**config.mk**
```make
export PLATFORM = sky130hd
export DESIGN_NAME = uart_frame_decoder
export DESIGN_NICKNAME = d
export VERILOG_FILES = /design/src/rtl/uart_frame_decoder.sv
export SDC_FILE = /design/constraint.sdc
export NUM_CORES = 1
export LEC_CHECK = 0
export CAP_MARGIN = 20
export CORE_UTILIZATION = 56
export DETAILED_ROUTE_END_ITERATION = 16
export HOLD_SLACK_MARGIN = 0.15
export PLACE_DENSITY = 0.79
export SLEW_MARGIN = 30
export SYNTH_ARGS = -nofsm -noshare
export SYNTH_HDL_FRONTEND = slang
export SYNTH_SLANG_ARGS = --single-unit
```
**constraint.sdc**
```tcl
create_clock -name clock_12mhz -period 4.4 [get_ports clock_12mhz]
set_clock_uncertainty 0.05 [all_clocks]
set_input_delay 1.1 -clock clock_12mhz [delete_from_list [all_inputs] [get_ports clock_12mhz]]
set_output_delay 1.1 -clock clock_12mhz [all_outputs]
set_load 0.02 [all_outputs]
```
**src/rtl/uart_frame_decoder.sv**
```systemverilog
// uart_frame_decoder: collects UART bytes between rts falling and rising edges
// into a command frame, validates it and replays it as LED memory writes.
// Optional feature: define UART_FRAME_CHECKSUM_EN to require a trailing XOR
// checksum byte on every frame.
module uart_frame_decoder #(
  parameter int ADDRESS_WIDTH = 9,
  parameter int DATA_BYTES    = 3
) (
  input  logic                     clock_12mhz,
  input  logic                     reset,
  input  logic [7:0]               rx_data,
  input  logic                     rx_data_ready,
  input  logic                     rts,
  input  logic                     write_ready,
  output logic                     perform_write,
  output logic [ADDRESS_WIDTH-1:0] write_address,
  output logic [8*DATA_BYTES-1:0]  write_data,
  output logic                     busy,
  output logic                     frame_error
);

`ifdef UART_FRAME_CHECKSUM_EN
  localparam int CHECK_BYTES = 1;
`else
  localparam int CHECK_BYTES = 0;
`endif

  localparam logic [7:0] CMD_SET_LED   = 8'h01;
  localparam logic [7:0] CMD_SET_RANGE = 8'h02;
  localparam int         LED_LEN       = 3 + DATA_BYTES + CHECK_BYTES;
  localparam int         RANGE_LEN     = 4 + DATA_BYTES + CHECK_BYTES;
  // One past the longest legal frame: any longer frame parks here and stays invalid.
  localparam logic [3:0] COUNT_SAT     = 4'(RANGE_LEN + 1);

  typedef enum logic [1:0] {IDLE, RECEIVE, EXECUTE} state_t;

  state_t                   state_reg, state_next;
  logic                     rts_meta_reg, rts_sync_reg, rts_prev_reg;
  logic                     rts_fall, rts_rise;
  logic [3:0]               count_reg, count_eff;
  logic [7:0]               frame_reg [0:15];
  logic [7:0]               cmd_eff;
  logic                     frame_valid;
  logic                     error_next;
  logic                     perform_write_reg;
  logic                     frame_error_reg;
  logic [ADDRESS_WIDTH-1:0] write_address_reg;
  logic [8*DATA_BYTES-1:0]  write_data_reg;
  logic [8*DATA_BYTES-1:0]  payload;
  logic [8:0]               remaining_reg;
  logic [3:0]               payload_offset;
  logic                     checksum_ok;

  assign rts_fall = rts_prev_reg & ~rts_sync_reg;
  assign rts_rise = ~rts_prev_reg & rts_sync_reg;

  // A byte strobed in the same cycle as the closing edge still counts toward the frame.
  assign count_eff = (rx_data_ready && count_reg != COUNT_SAT) ? count_reg + 4'd1 : count_reg;
  assign cmd_eff   = (count_reg == 4'd0) ? rx_data : frame_reg[0];

`ifdef UART_FRAME_CHECKSUM_EN
  logic [7:0] xor_reg, xor_eff;
  // Running XOR of the whole frame including the checksum byte must end at zero.
  assign xor_eff     = rx_data_ready ? (xor_reg ^ rx_data) : xor_reg;
  assign checksum_ok = (xor_eff == 8'd0);

  // Checksum accumulator, cleared when a new frame opens.
  always_ff @(posedge clock_12mhz or posedge reset) begin
    if (reset)
      xor_reg <= 8'd0;
    else if (state_reg == IDLE && rts_fall)
      xor_reg <= 8'd0;
    else if (state_reg == RECEIVE && rx_data_ready)
      xor_reg <= xor_eff;
  end
`else
  assign checksum_ok = 1'b1;
`endif

  assign frame_valid = checksum_ok &&
                       ((cmd_eff == CMD_SET_LED   && count_eff == 4'(LED_LEN)) ||
                        (cmd_eff == CMD_SET_RANGE && count_eff == 4'(RANGE_LEN)));

  // Payload position depends on whether a count byte precedes it; bytes are big-endian.
  assign payload_offset = (frame_reg[0] == CMD_SET_RANGE) ? 4'd4 : 4'd3;
  for (genvar gi = 0; gi < DATA_BYTES; gi++) begin : g_payload
    assign payload[8*(DATA_BYTES-1-gi) +: 8] = frame_reg[payload_offset + 4'(gi)];
  end

  // rts two-flop synchroniser plus a history flop for edge detection; idles high.
  always_ff @(posedge clock_12mhz or posedge reset) begin
    if (reset) begin
      rts_meta_reg <= 1'b1;
      rts_sync_reg <= 1'b1;
      rts_prev_reg <= 1'b1;
    end else begin
      rts_meta_reg <= rts;
      rts_sync_reg <= rts_meta_reg;
      rts_prev_reg <= rts_sync_reg;
    end
  end

  // FSM state register.
  always_ff @(posedge clock_12mhz or posedge reset) begin
    if (reset)
      state_reg <= IDLE;
    else
      state_reg <= state_next;
  end

  // Next-state and error-pulse decode; rts edges are ignored outside IDLE/RECEIVE.
  always_comb begin
    state_next = state_reg;
    error_next = 1'b0;
    case (state_reg)
      IDLE: begin
        if (rx_data_ready) error_next = 1'b1;
        if (rts_fall) state_next = RECEIVE;
      end
      RECEIVE: begin
        if (rts_rise) begin
          if (frame_valid) begin
            state_next = EXECUTE;
          end else begin
            state_next = IDLE;
            error_next = 1'b1;
          end
        end
      end
      EXECUTE: begin
        if (rx_data_ready) error_next = 1'b1;
        if (perform_write_reg && write_ready && remaining_reg == 9'd1) state_next = IDLE;
      end
      default: state_next = IDLE;
    endcase
  end

  // Frame capture in RECEIVE and write sequencing in EXECUTE.
  always_ff @(posedge clock_12mhz or posedge reset) begin
    if (reset) begin
      count_reg         <= 4'd0;
      remaining_reg     <= 9'd0;
      perform_write_reg <= 1'b0;
      frame_error_reg   <= 1'b0;
      write_address_reg <= '0;
      write_data_reg    <= '0;
      for (int i = 0; i < 16; i++) frame_reg[i] <= 8'd0;
    end else begin
      frame_error_reg <= error_next;
      case (state_reg)
        IDLE: begin
          if (rts_fall) count_reg <= 4'd0;
        end
        RECEIVE: begin
          if (rx_data_ready) begin
            count_reg <= count_eff;
            if (count_reg < 4'(RANGE_LEN)) frame_reg[count_reg] <= rx_data;
          end
        end
        EXECUTE: begin
          if (!perform_write_reg) begin
            perform_write_reg <= 1'b1;
            write_address_reg <= ADDRESS_WIDTH'({frame_reg[1], frame_reg[2]});
            write_data_reg    <= payload;
            if (frame_reg[0] == CMD_SET_RANGE)
              remaining_reg <= (frame_reg[3] == 8'd0) ? 9'd256 : {1'b0, frame_reg[3]};
            else
              remaining_reg <= 9'd1;
          end else if (write_ready) begin
            if (remaining_reg == 9'd1) begin
              perform_write_reg <= 1'b0;
            end else begin
              write_address_reg <= write_address_reg + ADDRESS_WIDTH'(1);
              remaining_reg     <= remaining_reg - 9'd1;
            end
          end
        end
        default: ;
      endcase
    end
  end

  assign perform_write = perform_write_reg;
  assign write_address = write_address_reg;
  assign write_data    = write_data_reg;
  assign frame_error   = frame_error_reg;
  assign busy          = (state_reg != IDLE);

endmodule

```
==> results of run 1 <==
final cells by class:
type                            count  area, sq um  area share
Clock inverter                      6         46.3     0.00837
Timing Repair Buffer               52          543      0.0981
Clock buffer                       10          138      0.0249
Inverter                            9         36.3     0.00656
Sequential cell                   102         2560       0.462
Tap cell                          105          131      0.0237
Multi-Input combinational cell    317         2080       0.376
cell usage after synthesis, types with 2 or more instances:
master    instances  area share
clkbuf_1         20       0.016
nor2_1           37       0.029
nand3_1           8      0.0084
a32o_1            2      0.0042
a311oi_1          2      0.0037
and3_1            7      0.0092
a211oi_1          3      0.0047
buf_6             2      0.0047
nand2_1          69       0.054
a21oi_1          24       0.025
o21ai_0          14       0.015
ha_1              7       0.018
nor3_1            4      0.0042
dfrtp_1          99        0.52
or3_1             2      0.0026
nor4_1            6      0.0079
o22ai_1           4      0.0052
nor2b_1           6      0.0079
and3b_1           2      0.0037
inv_1             9      0.0071
a31oi_1          28       0.037
mux2i_1           2      0.0042
mux2_2           49        0.12
nand2b_1          9       0.012
and4_1            2      0.0037
dfstp_2           3       0.017
nand4_1           4      0.0052
o22a_1            2      0.0037
routing by layer:
layer | vias up | track usage | wire length [um]
met5 | - | 0 | 0
met4 | 0 | 0.0846 | 162
met2 | 102 | 0.395 | 5050
met3 | 15 | 0.0316 | 441
li1 | 1706 | - | -
met1 | 1828 | 0.372 | 4900
worst paths after layout:
path                             startpoint          endpoint  slack (ns)
setup / recovery                write_ready  remaining_reg[6]        1.53
hold / removal                 rts_meta_reg      rts_sync_reg        0.31
setup reg to reg           remaining_reg[5]  write_address[5]        2.04
hold reg to reg                rts_meta_reg      rts_sync_reg        0.31
max in group asynchronous             reset    frame_reg[110]        2.46
min in group asynchronous             reset     write_data[0]        1.13
logic make-up after synthesis:
group | Yosys count
and+or+nand+nor | 161
DFF | 102
AOI/OAI and AO/OA | 95
muxes | 53
buffers and inverters | 32
adders and majority gates | 7
xor gates and xnor gates | 1
report_power, final:
| part | switching [mW] | internal [mW] | leakage (nW) |
|---|---|---|---|
| combinational | 0.323 | 0.287 | 1.01 |
| sequential | 0.134 | 1.07 | 1.36 |
| clock | 0.326 | 0.224 | 0.0889 |
| total | 0.783 | 1.58 | 2.46 |
worst max-delay path, cell delays in order:
cell             delay (ns)
clkdlybuf4s50_1        0.55
o41ai_4                0.14
a21oi_2                0.78
o21ai_0                0.22
a22o_1                 0.28
==> reports/metrics.json, run 1 <==
{
  "timing.max_cap.violations": {"value": 0},
  "synth_simple_gate_area_frac": {"value": 0.159},
  "ys.warnings.count": {"value": 0},
  "design.core.area": {"value": 0.00822, "unit": "sq mm"},
  "cts.path.max_buffers": {"value": 2},
  "ys_ff_latch": {"value": 102},
  "ios": {"value": 49},
  "synth.yosys.seq_area_share": {"value": 0.536},
  "grt_antenna_before_repair": {"value": 0},
  "hold_depth": {"value": 0},
  "synthMuxAreaShare": {"value": 0.127},
  "n_antenna_cell": {"value": 0},
  "rr_worst_depth": {"value": 5},
  "grtUsageTotal": {"value": 0.255},
  "mostFrequentLayoutCell": {"value": "dfrtp_1"},
  "synth-xor-area-share": {"value": 0.00184},
  "grt-ovfl-total": {"value": 0},
  "maxClockFrequency": {"value": 348, "unit": "MHz"},
  "final.setup.worst_slack": {"value": 1.53, "unit": "ns"},
  "hold_ws": {"value": 0.310, "unit": "ns"},
  "synth_compound_area_frac": {"value": 0.129},
  "maximum_number_of_pins_on_one_net_before_global_route_repair": {"value": 54},
  "finalCoreUtilization": {"value": 0.673},
  "largest_register_ff_count": {"value": 49},
  "detailed_route_drc_error_count": {"value": 0},
  "holdCritPathClass": {"value": "reg2reg"},
  "final_cell_mix": {"value": "dfrtp_1 (99), nand2_1 (69), mux2_2 (49)"},
  "rsz0062_at_grt": {"value": "false"},
  "first_pass_grt_wire_length": {"value": 17200, "unit": "um"},
  "worst_slew_pin_slew": {"value": 1.00, "unit": "ns"},
  "clk_pin_slew": {"value": 0.10, "unit": "ns"},
  "async_reset_ff_frac": {"value": 1.00},
  "finalNonFillerCells": {"value": 601},
  "ctsResizeCount": {"value": 0},
  "timing.final.setup_violations": {"value": 0},
  "gpl.final_weighted_congestion": {"value": 0.841},
  "flow.area_growth_from_synthesis": {"value": 16.1, "unit": "%"},
  "critPathKind": {"value": "in2reg"},
  "grt_pass1_vias": {"value": 3469},
  "nets": {"value": 511},
  "power_leakage": {"value": 2.46, "unit": "nW"},
  "arrival": {"value": 3.08, "unit": "ns"},
  "ys_dominant_reg_cell": {"value": "dfrtp_1"},
  "die-height": {"value": 94.3, "unit": "um"},
  "final_min_period_over_clock_period": {"value": 0.653},
  "cts_tree": {"value": "built"},
  "slew-limit-headroom": {"value": 0.333},
  "dpl.cell_count": {"value": 584},
  "tritoncts_num_sinks": {"value": 102},
  "fin_setup_tns": {"value": 0, "unit": "ns"},
  "final_cell_area": {"value": 0.00553, "unit": "sq mm"},
  "htreeDepth": {"value": 3},
  "initial_core_util": {"value": 0.580},
  "end_kind": {"value": "flop"},
  "power_density": {"value": 427, "unit": "mW/mm^2"},
  "power_consumption": {"value": 2.36, "unit": "mW"},
  "routedWlPerCell": {"value": 17.6, "unit": "um"},
  "count_of_unique_library_cells_instantiated_by_yosys": {"value": 53},
  "first_pass_iters": {"value": 5},
  "floorplan.die.width": {"value": 94.3, "unit": "um"},
  "syn_area_per_cell": {"value": 10.6, "unit": "sq um"},
  "insertion_delay": {"value": 0.35, "unit": "ns"},
  "dieArea": {"value": 0.00888, "unit": "sq mm"},
  "drt_first_iter_violations": {"value": 243},
  "synth_edf_count": {"value": 0},
  "synth_top_family_by_area": {"value": "simple AND/OR/NAND/NOR gates"},
  "cts_post_setup_buffers_inserted": {"value": 0},
  "vdd_drop_max": {"value": 0.309, "unit": "mV"},
  "detail_route.vias_per_cell": {"value": 6.07},
  "timing.final.hold_violations": {"value": 0},
  "outcome": {"value": "complete, no violations"},
  "nFillCells": {"value": 634},
  "syn-cell-area": {"value": 0.00477, "unit": "sq mm"},
  "startpoint_type": {"value": "primary input"},
  "cp.required": {"value": 4.60, "unit": "ns"},
  "std_cell_rows": {"value": 33},
  "cts_root_buf": {"value": "clkbuf_8"},
  "hold_buffers": {"value": 0},
  "synth-adder-area-share": {"value": 0.0184},
  "crit_path_max_fanout": {"value": 23},
  "mappedNetlistNets": {"value": 471},
  "pre_cts_ws": {"value": 1.21, "unit": "ns"},
  "post-route-min-period": {"value": 2.87, "unit": "ns"},
  "layout-drive-gt1-share": {"value": 0.165},
  "dpl_cell_area": {"value": 0.00532, "unit": "sq mm"},
  "number_of_cts_inserted_buffers": {"value": 9},
  "detailroute.via_count": {"value": 3651},
  "buffer_ports.inserted": {"value": 48},
  "detail-route-antenna-nets": {"value": 0},
  "netlist_instances": {"value": 451},
  "slew_violations": {"value": 0},
  "route.final.wire_length": {"value": 10600, "unit": "um"},
  "detailed_place_hpwl": {"value": 7120, "unit": "um"}
}
Power figures use the tool's default switching activity.
==> inputs of run 2 (changes only) <==
CORE_UTILIZATION = 51   (was 56)
PLACE_DENSITY = 0.76   (was 0.79)
clock period = 2.45 ns   (was 4.4 ns; I/O delays follow)
==> reports/metrics.json, run 2 (same netlist as run 1, synthesis figures left out) <==
{
  "worst_slew_pin_slew": {"value": 0.538, "unit": "ns"},
  "fin_setup_tns": {"value": 0, "unit": "ns"},
  "worstSetupStartpoint": {"value": "count_reg[1]"},
  "floorplan.die.width": {"value": 98.7, "unit": "um"},
  "multiInputGateArea": {"value": 0.00208, "unit": "sq mm"},
  "detail_route.vias_per_cell": {"value": 5.93},
  "grtUsageTotal": {"value": 0.240},
  "first_pass_grt_wire_length": {"value": 18300, "unit": "um"},
  "timing.final.hold_violations": {"value": 0},
  "crit_path_end": {"value": "frame_reg[125]"},
  "seqCellArea": {"value": 0.00256, "unit": "sq mm"},
  "n_antenna_cell": {"value": 0},
  "flow.area_growth_from_synthesis": {"value": 20.0, "unit": "%"},
  "grt-ovfl-total": {"value": 0},
  "power_leakage": {"value": 2.57, "unit": "nW"},
  "initial_core_util": {"value": 0.536},
  "layout-drive-gt1-share": {"value": 0.193},
  "dpl.cell_count": {"value": 609},
  "insertion_delay": {"value": 0.35, "unit": "ns"},
  "worstReg2RegEnd": {"value": "frame_reg[125]"},
  "hold_buffers": {"value": 0},
  "arrival": {"value": 2.39, "unit": "ns"},
  "slew_violations": {"value": 0},
  "cts_post_setup_buffers_inserted": {"value": 0},
  "mostFrequentLayoutCell": {"value": "dfrtp_1"},
  "critPathKind": {"value": "reg2reg"},
  "final_min_period_over_clock_period": {"value": 0.901},
  "route.final.wire_length": {"value": 10800, "unit": "um"},
  "finalNonFillerCells": {"value": 625},
  "nFillCells": {"value": 706},
  "cts_root_buf": {"value": "clkbuf_8"},
  "rr_worst_depth": {"value": 5},
  "dieArea": {"value": 0.00974, "unit": "sq mm"},
  "grt_antenna_before_repair": {"value": 0},
  "slew-limit-headroom": {"value": 0.641},
  "crit_path_max_fanout": {"value": 8},
  "rr_startpoint": {"value": "count_reg[1]"},
  "buffer_ports.inserted": {"value": 48},
  "tritoncts_num_sinks": {"value": 102},
  "detailed_route_drc_error_count": {"value": 0},
  "rsz0062_at_grt": {"value": "false"},
  "detailroute.via_count": {"value": 3707},
  "power_density": {"value": 780, "unit": "mW/mm^2"},
  "routedWlPerCell": {"value": 17.2, "unit": "um"},
  "detail-route-antenna-nets": {"value": 0},
  "design.core.area": {"value": 0.00889, "unit": "sq mm"},
  "holdCritPathClass": {"value": "reg2reg"},
  "startpoint_type": {"value": "flop"},
  "detailed_place_hpwl": {"value": 7700, "unit": "um"},
  "grt_pass1_vias": {"value": 3629},
  "r2r_setup_slk": {"value": 0.24, "unit": "ns"},
  "ctsResizeCount": {"value": 0},
  "maximum_number_of_pins_on_one_net_before_global_route_repair": {"value": 103},
  "timing.max_cap.violations": {"value": 0},
  "ios": {"value": 49},
  "nets": {"value": 532},
  "post-route-min-period": {"value": 2.21, "unit": "ns"},
  "die-height": {"value": 98.7, "unit": "um"},
  "cp.required": {"value": 2.63, "unit": "ns"},
  "largest_register_ff_count": {"value": 49},
  "outcome": {"value": "complete, no violations"},
  "cts_tree": {"value": "built"},
  "std_cell_rows": {"value": 34},
  "gpl.final_weighted_congestion": {"value": 1.01},
  "first_pass_iters": {"value": 6},
  "number_of_cts_inserted_buffers": {"value": 9},
  "cts.path.max_buffers": {"value": 2},
  "htreeDepth": {"value": 3},
  "end_kind": {"value": "flop"},
  "vdd_drop_max": {"value": 0.422, "unit": "mV"},
  "timing.final.setup_violations": {"value": 0},
  "final_cell_mix": {"value": "dfrtp_1 (99), nand2_1 (69), mux2_2 (49)"},
  "drt_first_iter_violations": {"value": 243},
  "clk_pin_slew": {"value": 0.09, "unit": "ns"},
  "maxClockFrequency": {"value": 453, "unit": "MHz"}
}
-- run 2: routing by layer --
metal  global-route usage  part of all wire
met1                0.348              0.45
met4               0.0815             0.015
met3               0.0418             0.051
met5                    0                 0
met2                0.369              0.48
-- run 2: worst min path at each step --
stage	startpoint	endpoint	slack, ns	cells past startpoint
detailed placement	rts_meta_reg	rts_sync_reg	0.30	0
global route	rts_meta_reg	rts_sync_reg	0.32	0
CTS	rts_meta_reg	rts_sync_reg	0.31	0
global placement	rts_meta_reg	rts_sync_reg	0.30	0
finish	rts_meta_reg	rts_sync_reg	0.31	0
floorplan	rts_meta_reg	rts_sync_reg	0.30	0
-- run 2: where the power goes --
| group | total (mW) | leakage [nW] | internal, mW | switching (mW) |
|---|---|---|---|---|
| Clock | 1.15 | 0.108 | 0.581 | 0.568 |
| Combinational | 1.16 | 1.11 | 0.550 | 0.608 |
| Sequential | 2.15 | 1.36 | 1.92 | 0.228 |
| Total | 4.46 | 2.57 | 3.05 | 1.40 |
-- run 2: metrics by stage --
step / setup WS (ns) / cell area, sq um / utilization / power (mW) / hold WS [ns]
6_report: 0.242 / 5720 / 0.643 / 4.46 / 0.310
5_1_grt: 0.0569 / 5720 / 0.643 / 4.70 / 0.318
4_1_cts: 0.218 / 5720 / 0.643 / 4.48 / 0.312
3_5_place_dp: 0.0614 / 5500 / 0.619 / 3.33 / 0.298
3_3_place_gp: 0.0887 / 5500 / 0.619 / 3.28 / 0.297
2_1_floorplan: 0.428 / 4770 / - / 2.89 / 0.295
-- run 2: cell type report --
class / count / share of cell area
Multi-Input combinational cell: 317 / 0.364
Timing Repair Buffer: 73 / 0.121
Clock buffer: 11 / 0.0230
Sequential cell: 102 / 0.447
Tap cell: 108 / 0.0236
Inverter: 9 / 0.00657
Clock inverter: 5 / 0.0144
-- run 2: critical path, cell delays in order, from the launching register on --
cell and delay [ns]:
dfrtp_1 0.46, inv_1 0.12, ha_1 0.22, nor3b_1 0.43, nand3_1 0.41, mux2_2 0.39
==> variant (flow settings as in run 2) <==
Encoding of `state_t`: now one-hot (3 bits for 3 states).
--- a/src/rtl/uart_frame_decoder.sv
+++ b/src/rtl/uart_frame_decoder.sv
@@ -33,5 +33,5 @@
   localparam logic [3:0] COUNT_SAT     = 4'(RANGE_LEN + 1);
 
-  typedef enum logic [1:0] {IDLE, RECEIVE, EXECUTE} state_t;
+  typedef enum logic [2:0] {IDLE = 3'b001, RECEIVE = 3'b010, EXECUTE = 3'b100} state_t;
 
   state_t                   state_reg, state_next;
Behaviour: no difference found for any inputs over 4 cycles, from zero or initial values and one cycle with reset high; so few cycles prove little.
==> variant against run 2 <==
  * Synthesized area increased by 2.0%
  * Final area grew 2.7%
  * Clock power shrank 16%
  * Sequential cell count grew 1
  * Setup slack lost 0.081 ns
  * Non-clock buffer count is 3 higher
  * Critical endpoint is now state_reg[2]
  * Routed wire length increased by 11%
  * Highest routed layer unchanged
  * Global-route usage increased by 1.2 points
  * Power increased by 17%
==> variant: results (changes against run 2) <==
logic_synthesis:
  syn_nets: 480  # +1.9%
  yosys-top-cells-area: "dfrtp_1, mux2_2, nand2_1, a31oi_1, nor2_1"
  ys_top_cells_by_count: "dfrtp_1, nand2_1, mux2_2"
  seq_area_frac_synth_pct: 53.14  # -0.50 points
  synth_top_area_share_pct: 50.98  # -1.0 points
  synth.distinct_cells: 52  # -1.9%
  yosys_warnings: 0  # unchanged
detailed_routing:
  totalWireLength_um: 11910  # +11%
  first_pass_iters: 5  # -1
  via_count: 3898  # +5.2%
  drt_iter0_drc: 279  # +15%
placement:
  gp_congestion: 0.8819  # -13%
  placed_area_mm2: 0.005679  # +3.2%
  dp_hpwl_um: 8396  # +9.0%
  portBuffers: 48  # unchanged
worst_setup_path:
  crit_fanout: 5  # -3
  cp_slowest_cell: "dfrtp_1"
  reg2reg_to: "state_reg[2]"
  arrival_ns: 2.49  # +0.10 ns
  startpoint_type: "register"
  cp_slowest_stage_delay_ns: 0.44  # -0.02 ns
  r2r_slack_ns: 0.16  # -0.08 ns
  rr_worst_depth: 7  # +2
power:
  p_leak_uw: 0.002572  # about the same
  vdd_drop_max_uv: 538.8  # +28%
  switchingPower_uw: 1912  # +36%
run_status:
  outcome: "complete, no violations"
sta:
  tightest_slew_ns: 0.4853  # -0.05313 ns
  whs_ns: 0.3120  # +0.001562 ns
grt:
  grtUsageTotal_pct: 25.23  # +1.2 points
  grt_pass1_wl_um: 19240  # +4.9%
  grt_max_degree: 49  # -52%
  grt_pass1_vias: 3801  # +4.7%
worst_hold_path:
  hp-start: "rts_meta_reg"
  hold_class: "register to register"
cts:
  cts_resized: 1  # +1
finish:
  layout.nets: 546  # +2.6%
  diodes: 0  # unchanged
  final_layout_size_suffix_gt1_share_pct: 20.53  # +1.2 points
variant: cell count changes in the layout (fill, tap and decap cells not counted), moves of 5 or more:
cell / before / now
nand2b_1: 9 / 3
nor3_1: 4 / 9
and3_1: 7 / 2
nor2_1: 36 / 42
nand4_1: 4 / 9
a21oi_1: 24 / 11
variant: how the worst max path moves through the flow:
stage,end,slack (ns),depth (start not counted)
6_report,state_reg[2],0.16,7
5_1_grt,state_reg[2],0.04,7
4_1_cts,busy,0.04,3
3_5_place_dp,state_reg[2],-0.13,6
3_3_place_gp,state_reg[2],-0.07,6
2_1_floorplan,state_reg[2],0.32,7
variant: cells by family (layout without fill, tap and decap cells):
group | Yosys count | count (layout) | share of synthesized area, %
simple gates | 174 | 174 | 16.94
flops | 103 | 103 | 53.14
compound gates | 88 | 88 | 12.41
mux | 56 | 56 | 13.08
buf+inv | 31 | 102 | 2.446
fa+ha+maj | 7 | 7 | 1.802
xor+xnor | 1 | 1 | 0.1803
variant: layer usage:
layer  up-vias  wire [um]  track usage, %
li1       1803          -               -
met1      1945       5324           35.45
met2       126       5770           40.76
met3        24        545           2.811
met4         0        265           9.276
met5         -          0               0
variant: cell type report:
cell class,count,area (um2)
clock buffer,10,127.6
clock inverter,6,45.04
fill,725,3371
inverter,10,41.29
multi-input combinational,326,2181
sequential,103,2582
tap,129,161.4
timing repair buffer,76,730.7
variant: stage by stage:
step / std cells / setup WS [ns]
finish: 660 / 0.1608
global route: 660 / 0.03607
CTS: 660 / 0.03996
detailed placement: 644 / -0.1329
global placement: 644 / -0.06849
floorplan: 460 / 0.3178
variant: critical path: cells and delay by family, from the launching register on:
family                   cells  cell delay (ns)
AO/OA/AOI/OAI                2             0.57
flip-flops                   1             0.44
multiplexers                 1             0.43
AND/OR/NAND/NOR              2             0.32
adder cells (fa/ha/maj)      1             0.26
buffers and inverters        1             0.12
variant: power by group through the flow:
stage	logic [uW]	registers (uW)	clock network [uW]
after CTS	1910	2350	986
final	1900	2350	966
after detailed placement	1900	2380	0
after floorplan	762	2650	0
after global routing	2050	2400	1060
after global placement	1860	2360	0
